`config.mk`:
```
export PLATFORM = sky130hd
export DESIGN_NAME = usb_nrzi_rx_decoder
export DESIGN_NICKNAME = d
export VERILOG_FILES = /design/src/rtl/usb_nrzi_rx_decoder.sv
export SDC_FILE = /design/constraint.sdc
export NUM_CORES = 1
export LEC_CHECK = 0
export ABC_CLOCK_PERIOD_IN_PS = 1500
export CORE_UTILIZATION = 46
export CTS_CLUSTER_DIAMETER = 50
export DETAILED_ROUTE_END_ITERATION = 6
export GPL_TIMING_DRIVEN = 0
export PLACE_DENSITY_LB_ADDON = 0.12
export SLEW_MARGIN = 20
export SYNTH_ARGS = -nofsm -noshare
export SYNTH_HDL_FRONTEND = slang
export SYNTH_SLANG_ARGS = --single-unit
```
`constraint.sdc`:
```
create_clock -name clk -period 1.5 [get_ports clk]
set_input_delay 0.45 -clock clk [delete_from_list [all_inputs] [get_ports clk]]
set_output_delay 0.45 -clock clk [all_outputs]
set_load 0.1 [all_outputs]
```
`src/rtl/usb_nrzi_rx_decoder.sv`:
```
// USB NRZI receive decoder: NRZI decode, bit-unstuffing and LSB-first deserialisation.
// Optional EOP-misalignment detection is enabled by defining USB_DECODER_ALIGN_ERR_EN.
module usb_nrzi_rx_decoder #(
  parameter int DATA_WIDTH = 8,
  parameter int STUFF_LEN  = 6,
  parameter bit IDLE_LEVEL = 1'b1
) (
  input  logic                  clk,
  input  logic                  n_rst,
  input  logic                  d_plus_sync,
  input  logic                  shift_enable,
  input  logic                  eop,
  input  logic                  clear,
  output logic                  d_orig,
  output logic                  bit_valid,
  output logic [DATA_WIDTH-1:0] rx_word,
  output logic                  word_ready,
  output logic                  stuff_err,
  output logic                  align_err
);

  localparam int ONES_W = $clog2(STUFF_LEN + 1);
  localparam int BIT_W  = $clog2(DATA_WIDTH);

  logic                  prev_level;
  logic [ONES_W-1:0]     ones_cnt;
  logic [BIT_W-1:0]      bit_cnt;
  logic [DATA_WIDTH-1:0] shift_reg;

  logic                  eop_strobe;
  logic                  bit_strobe;
  logic                  stuff_slot;
  logic                  word_done;
  logic [DATA_WIDTH-1:0] shift_nxt;

  assign eop_strobe = shift_enable & eop;
  assign bit_strobe = shift_enable & ~eop;
  assign stuff_slot = (ones_cnt == ONES_W'(STUFF_LEN));

  // No level change decodes as 1; an EOP strobe is forced to read as 1.
  assign d_orig    = eop_strobe | ~(d_plus_sync ^ prev_level);
  assign bit_valid = bit_strobe & ~stuff_slot;
  assign shift_nxt = {d_orig, shift_reg[DATA_WIDTH-1:1]};
  assign word_done = bit_valid & (bit_cnt == BIT_W'(DATA_WIDTH - 1));

  always_ff @(posedge clk) begin
    if (!n_rst) begin
      prev_level <= IDLE_LEVEL;
      ones_cnt   <= '0;
      bit_cnt    <= '0;
      shift_reg  <= '0;
      rx_word    <= '0;
      word_ready <= 1'b0;
      stuff_err  <= 1'b0;
    end else if (clear) begin
      prev_level <= IDLE_LEVEL;
      ones_cnt   <= '0;
      bit_cnt    <= '0;
      word_ready <= 1'b0;
      stuff_err  <= 1'b0;
    end else if (eop_strobe) begin
      prev_level <= IDLE_LEVEL;
      ones_cnt   <= '0;
      bit_cnt    <= '0;
      word_ready <= 1'b0;
    end else if (bit_strobe) begin
      // Line level is tracked even across a dropped stuff bit.
      prev_level <= d_plus_sync;
      if (stuff_slot) begin
        ones_cnt   <= '0;
        word_ready <= 1'b0;
        if (d_orig) stuff_err <= 1'b1;
      end else begin
        ones_cnt  <= d_orig ? ones_cnt + ONES_W'(1) : '0;
        shift_reg <= shift_nxt;
        if (word_done) begin
          rx_word    <= shift_nxt;
          bit_cnt    <= '0;
          word_ready <= 1'b1;
        end else begin
          bit_cnt    <= bit_cnt + BIT_W'(1);
          word_ready <= 1'b0;
        end
      end
    end else begin
      word_ready <= 1'b0;
    end
  end

`ifdef USB_DECODER_ALIGN_ERR_EN
  // An EOP arriving with a partial word in flight means the packet was not word aligned.
  always_ff @(posedge clk) begin
    if (!n_rst) begin
      align_err <= 1'b0;
    end else if (clear) begin
      align_err <= 1'b0;
    end else if (eop_strobe && (bit_cnt != '0)) begin
      align_err <= 1'b1;
    end
  end
`else
  assign align_err = 1'b0;
`endif

endmodule

```
=== Word level (Yosys, flattened, before mapping) ===
Index checks and enable logic that the tools add are counted.
Widths: inputs -> output; s select.

* Add/sub/neg operators: 2
* Equal/unequal tests: 2
* Multiplexer cells: 4
* Bitwise logic cells: 13
* Reductions and logical operators: 7

{| class="wikitable"
|+ Operator list
! cell !! count
|-
| $mux 3 || 3
|-
| $reduce_and 4->1 || 2
|-
| $not 1->1 || 7
|-
| $add 3x1->3 const B || 2
|-
| $eq 3x3->1 const B || 2
|-
| $reduce_and 5->1 || 1
|-
| $reduce_or 5->1 || 1
|-
| $and 1x1->1 || 4
|-
| $reduce_or 3->1 || 1
|-
| $reduce_and 2->1 || 1
|-
| $reduce_or 2->1 || 1
|-
| $mux 1 || 1
|-
| $or 1x1->1 || 1
|-
| $xor 1x1->1 || 1
|}

* Flip-flop bits (word level): 25
* Input port bits: 6
* Word-level logic and storage cells: 35

=== Longest topological paths before layout ===
Gate-level depths: netlist of run 1.

* Depth in word-level cells: 5
* Depth in mapped cells: 7
* Gate-level depth less buffers: 5

=== Worst setup path before layout of run 1 ===
Ideal clock, no wire load.

* Path kind: reg-to-output
* Start point: reg ones_cnt[0]
* End point: out bit_valid
* Arrival: 2,226 ps
* Data required time: 1,050 ps
* Setup slack: -1,176 ps
* Cell stages (with the launch flop): 6
* Path buffers: 1
* Cell sequence: dfxtp_1 -> inv_1 -> ha_1 -> and2_1 -> buf_4 -> nor2_1

* Cells in the longest elaborated chain, start to end: 3

{| class="wikitable"
|+ RTL lines
! element !! RTL line !! text
|-
| start: declaration || 26 || <nowiki>logic [ONES_W-1:0] ones_cnt;</nowiki>
|-
| start signal: assignment || 74 || <nowiki>ones_cnt <= d_orig ? ones_cnt + ONES_W'(1) : '0;</nowiki>
|-
| $eq 3x3->1 || 38 || <nowiki>assign stuff_slot = (ones_cnt == ONES_W'(STUFF_LEN));</nowiki>
|-
| $not 1->1 (no source line) || - ||
|-
| $and 1x1->1 || 42 || <nowiki>assign bit_valid = bit_strobe & ~stuff_slot;</nowiki>
|-
| end: declaration || 15 || <nowiki>output logic bit_valid,</nowiki>
|}

Every way passes these cells.

=== Final worst setup path of run 1 ===
Ends and elaborated chain as after synthesis.

==> results_dict.tcl, run 1 <==
set metrics [dict create \
    status "complete, but fails checks" \
    violations "setup timing" \
    cts_max_path_buffers 2 \
    yosysWarnings 0 \
    fin_crit_ns 1.94 \
    cp.required_ns 1.05 \
    die-area_sq_mm 0.00260 \
    grt_max_degree 15 \
    rsz0062_at_grt "true" \
    path_cells "inv_2 -> ha_4 -> and2_4 -> buf_8 -> nor2_4 -> buf_12" \
    antenna_left 0 \
    placement.io_buffers 16 \
    drtIter0Drc 30 \
    post-place-ws_ns -1.50 \
    fillers 139 \
    drt-pass1-iter-count 4 \
    synthTopCellsByArea "dfxtp_1 43%, o31ai_1 8.8%, a21oi_1 8.1%" \
    wl_per_cell_um 17.6 \
    syn_to_final_growth_pct 63.5 \
    cpMaxStageDelayCell "dfxtp_2" \
    netlist_area_sq_mm 0.00111 \
    cp-start-kind "flip-flop" \
    syn_area_per_cell_sq_um 8.92 \
    dp_hpwl_um 1890 \
    yosysUniqueCellTypes 31 \
    dpl_cell_area_sq_mm 0.00136 \
    power_mw 1.31 \
    tritoncts "done" \
    finish.net_count 171 \
    drt_wl_total_um 3310 \
    clk_latency_ns 0.32 \
    grtUsageTotal_pct 24.7 \
    die_w_um 51.0 \
    p_per_area_mw_per_mm2 724 \
    clock-sinks 24 \
    grt_pass1_wl_um 4810 \
    drc 0 \
    grt_antenna_before_repair 0 \
    drive_gt1_share_pct 48.8 \
    grt_pass1_vias 1053 \
    worstPathArrival_ns 1.49 \
    largest_reg_flops 8 \
    cts_root_buffer "clkbuf_4" \
    gp_congestion 0.823 \
    worst-path-buf-inv 3 \
    fin_crit_sh_pct 129 \
    vias_per_cell 6.19 \
    clkSlewWorstSetupHoldPaths_ns 0.14 \
    whs_ns 0.463 \
    fin_area_sq_mm 0.00181 \
    finClkSkew_ns 0.00885 \
    irDropWorstVdd_mv 0.701 \
    dieHeight_um 51.0 \
    worstSetupPathType "flip-flop to output pin" \
    finalWorstSetupSlack_ns -0.442 \
    max_freq_mhz 515 \
    n_antenna_cell 0 \
    rows 17 \
    hold_path.class "primary input to flip-flop" \
    timing.final.hold_violations 0 \
    grt_overflow_total 0 \
    multi_input_area_sq_um 792 \
    cp_top_family "flip-flops" \
    netlist_instances 124 \
    slowest_delay_ns 0.37 \
    core_sq_mm 0.00223 \
    p_leak_nw 0.631 \
    netlist.area_leader.share_pct 43.4 \
    maxSlewViolCount 0 \
    vias 1164 \
    critPathCaptureType "output pin" \
    syn_nets 134 \
    cp_max_fo 2 \
    regArea_sq_um 488 \
    initial_core_util_pct 49.5 \
    ios 19 \
    maxCapViolations 0 \
    yosysTopAreaCell "dfxtp_1" \
    yosysSeqAreaShare_pct 43.4 \
    cts_made_buffers 3 \
    finalSetupViolCount 21 \
    htree_num_levels 1 \
    synth_seq_cells 24 \
]
[placed cells by master, fill, tap and decap left out, types with 2 or more instances in the layout]
cell type      instances
buf_2                  4
nand2b_4               2
buf_4                 24
buf_6                  3
clkbuf_2               2
o31ai_2                5
nand3_1                2
buf_12                 5
dlygate4sd2_1          2
nand2_1                4
a311oi_1               2
a31oi_1                3
nand4b_1               2
ha_4                   2
ha_1                   2
o21ai_2                2
o31ai_4                8
clkbuf_4               3
dfxtp_2                3
a21oi_1               17
clkinv_1               2
nand4_1               14
dfxtp_1               20
[cell type report]
cell class                      instances  area share [%]
Multi-Input combinational cell         83            43.8
Sequential cell                        24            27.0
Timing Repair Buffer                   33            18.3
Buffer                                 11            4.78
Tap cell                               28            1.94
Clock inverter                          1            1.66
Clock buffer                            3            1.25
Inverter                                5            1.25
[path summary, 6_finish.rpt]
check	start	depth (start not counted)	endpoint	slack, ns
max	ones_cnt[0]	6	bit_valid	-0.44
min	d_plus_sync	2	prev_level	0.46
max reg2reg	ones_cnt[0]	7	ones_cnt[1]	-0.19
min reg2reg	rx_word[6]	2	rx_word[6]	0.48
[per-stage QoR]
stage	util, %	std cells	TNS (ns)
2_1_floorplan	-	124	-0.623
3_3_place_gp	61.0	168	-17.23
3_5_place_dp	61.0	168	-18.28
4_1_cts	70.8	181	-0.968
5_1_grt	81.0	188	-3.73
6_report	81.0	188	-2.96
[per-layer routing]
metal  routed length, um  GRT usage [%]
met2                1840           43.6
met5                   0              0
met1                1230           29.8
met4                  92           10.2
met3                 137           2.98
[where the power goes]
group,internal (mW),switching [mW],total [mW]
combinational,0.0631,0.127,0.190
sequential,0.641,0.00440,0.645
clock,0.270,0.204,0.474
total,0.975,0.335,1.31
[timing repair]
item                                    CTS  global route
pin swaps                                 7            21
endpoints found under the setup margin   34            23
hold endpoints to repair                  0             0
hold buffers                              0             0
cloned                                    1             0
setup buffers                             9             7
gates resized for setup                 106            36
[synthesized netlist by cell type]
| library cell | instances |
|---|---|
| nor2_1 | 1 |
| or4b_1 | 1 |
| xor2_1 | 1 |
| nor2b_1 | 1 |
| o21ai_0 | 3 |
| or4_4 | 1 |
| nor3_1 | 1 |
| inv_1 | 3 |
| xnor2_1 | 1 |
| nand3_1 | 2 |
| o31ai_1 | 13 |
| and2_1 | 1 |
| a221o_1 | 1 |
| a311oi_1 | 2 |
| nand2_1 | 5 |
| nand2b_1 | 2 |
| buf_2 | 4 |
| a31oi_1 | 4 |
| a21oi_2 | 1 |
| clkbuf_1 | 5 |
| ha_1 | 4 |
| nor4_1 | 1 |
| conb_1 | 1 |
| and2b_1 | 1 |
| or4_1 | 1 |
| clkinv_1 | 2 |
| a21oi_1 | 18 |
| dfxtp_1 | 24 |
| buf_4 | 3 |
| nand4_1 | 14 |
| nand4b_1 | 2 |
[cells by family after synthesis]
family                   count (synthesis)  synth area share (%)
AO/OA/AOI/OAI                           42                  23.9
XOR/XNOR                                 2                  1.58
adder cells (fa/ha/maj)                  4                  4.53
buffers and inverters                   17                  7.24
other                                    1                 0.339
AND/OR/NAND/NOR                         34                  19.0
flip-flops                              24                  43.4
Power figures use the tool's default switching activity.
==> run 2, diff against run 1 <==
GPL_ROUTABILITY_DRIVEN = 0   (was not set)
==> results of run 2 <==
Same layout as run 1: the final DEF is identical, and so are final timing and power.
==> run 3, diff against run 2 <==
CAP_MARGIN = 20   (was not set)
SKIP_CTS_REPAIR_TIMING = 1   (was not set)
==> run 3 against run 2 <==
  * The flow still finishes with violations (setup timing)
  * Design area shrank 7.8%
  * Sequential share of layout area up 2.3 points
  * Clock-buffer cell count is the same
  * Global-route usage fell by 1.3 points
==> results_dict.tcl, run 3 (same netlist as run 1, synthesis figures left out) <==
set metrics [dict create \
    tritoncts "done" \
    dpl_cell_area_sq_mm 0.00136 \
    die_w_um 51.0 \
    critPathCaptureType "output pin" \
    fin_crit_sh_pct 127 \
    drive_gt1_share_pct 41.9 \
    cp_max_fo 3 \
    status "complete, but fails checks" \
    clkSlewWorstSetupHoldPaths_ns 0.14 \
    clk_latency_ns 0.32 \
    worstSetupPathType "flip-flop to output pin" \
    finClkSkew_ns 0.00290 \
    grtUsageTotal_pct 23.4 \
    layout_common_cells "19 x dfxtp_1, 15 x a21oi_1, 15 x buf_4" \
    worstSetupStartpoint "ones_cnt[0]" \
    irDropWorstVdd_mv 0.708 \
    hold_path.class "flip-flop to flip-flop" \
    grt_antenna_before_repair 0 \
    core_sq_mm 0.00223 \
    tns_ns -0.737 \
    grt_pass1_wl_um 4550 \
    regArea_sq_um 489 \
    violations "setup timing" \
    fillers 171 \
    syn_to_final_growth_pct 50.8 \
    finalSetupViolCount 7 \
    n_antenna_cell 0 \
    drt_wl_total_um 2990 \
    drc 0 \
    antenna_left 0 \
    finalWorstSetupSlack_ns -0.403 \
    cp-start-kind "flip-flop" \
    largest_reg_flops 8 \
    rsz0062_at_grt "true" \
    wl_per_cell_um 16.3 \
    power_mw 1.30 \
    drt-pass1-iter-count 4 \
    regToRegSetupSlack_ns -0.04 \
    maxCapViolations 0 \
    timing.final.hold_violations 0 \
    p_per_area_mw_per_mm2 779 \
    multi_input_area_sq_um 724 \
    grt_overflow_total 0 \
    ios 19 \
    htree_num_levels 1 \
    r2r-start "bit_cnt[0]" \
    maxSlewViolCount 0 \
    placement.io_buffers 16 \
    fin_crit_ns 1.90 \
    finish.net_count 166 \
    cts_max_path_buffers 2 \
    fin_area_sq_mm 0.00167 \
    rr_worst_depth 6 \
    cts_root_buffer "clkbuf_4" \
    clock-sinks 24 \
    cts_made_buffers 3 \
    dp_hpwl_um 1890 \
    die-area_sq_mm 0.00260 \
    initial_core_util_pct 49.5 \
    grt_max_degree 15 \
    rows 17 \
    drtIter0Drc 18 \
    layout.cells.most_common "dfxtp_1" \
    max_freq_mhz 526 \
    vias 1100 \
    reg2reg_to "rx_word[7]" \
    crit_path_end "bit_valid" \
    vias_per_cell 6.01 \
    dieHeight_um 51.0 \
    p_leak_nw 0.599 \
    grt_pass1_vias 978 \
    worstPathArrival_ns 1.45 \
    cp.required_ns 1.05 \
]
[run 3: cell count changes in the layout (fill, tap and decap cells not counted), moves of 3 or more]
cell,previous run,this run
o31ai_2,5,2
o21ai_0,0,3
o31ai_1,0,5
clkbuf_4,3,7
buf_12,5,2
dlymetal6s2s_1,0,3
buf_4,24,15
[run 3: layout make-up]
type	count	share of cell area, %
multi-input combinational	83	43.4
sequential	24	29.3
timing repair buffer	28	16.5
buffer	11	4.13
tap	28	2.10
clock inverter	1	1.80
clock buffer	3	1.35
inverter	5	1.35
[run 3: through the flow]
stage,utilization [%],worst slack (ns),cells,hold WS [ns]
6_report,74.7,-0.403,183,0.483
5_1_grt,74.7,-0.436,183,0.496
4_1_cts,63.4,-1.50,172,0.424
3_5_place_dp,61.0,-1.50,168,0.460
3_3_place_gp,61.0,-1.46,168,0.456
2_1_floorplan,-,-0.254,124,0.447
[run 3: how the worst min path moves through the flow]
stage | endpoint | slack [ns] | startpoint | cells after the start
CTS | stuff_err | 0.42 | clear | 2
global placement | rx_word[2] | 0.46 | rx_word[2] | 2
detailed placement | rx_word[5] | 0.46 | rx_word[5] | 2
finish | rx_word[6] | 0.48 | rx_word[6] | 2
floorplan | rx_word[0] | 0.45 | shift_reg[1] | 2
global route | rx_word[5] | 0.50 | rx_word[5] | 2
[run 3: power by group]
| part | total (mW) | internal [mW] | switching (mW) |
|---|---|---|---|
| sequential | 0.645 | 0.641 | 0.00444 |
| combinational | 0.179 | 0.0614 | 0.117 |
| clock | 0.475 | 0.270 | 0.205 |
[run 3: layer usage]
layer | GRT usage [%] | share of wire [%] | vias up
met5 | 0 | 0 | -
met1 | 29.8 | 43 | 532
met4 | 9.72 | 1.8 | 0
met3 | 2.68 | 3.0 | 9
met2 | 39.5 | 52 | 28
li1 | - | - | 531
[run 3: worst max-delay path, cell delays in order (launching register included)]
cell,delay [ns]
dfxtp_2,0.36
inv_2,0.05
ha_4,0.15
and2_4,0.16
buf_8,0.12
nor2_4,0.11
buf_12,0.18
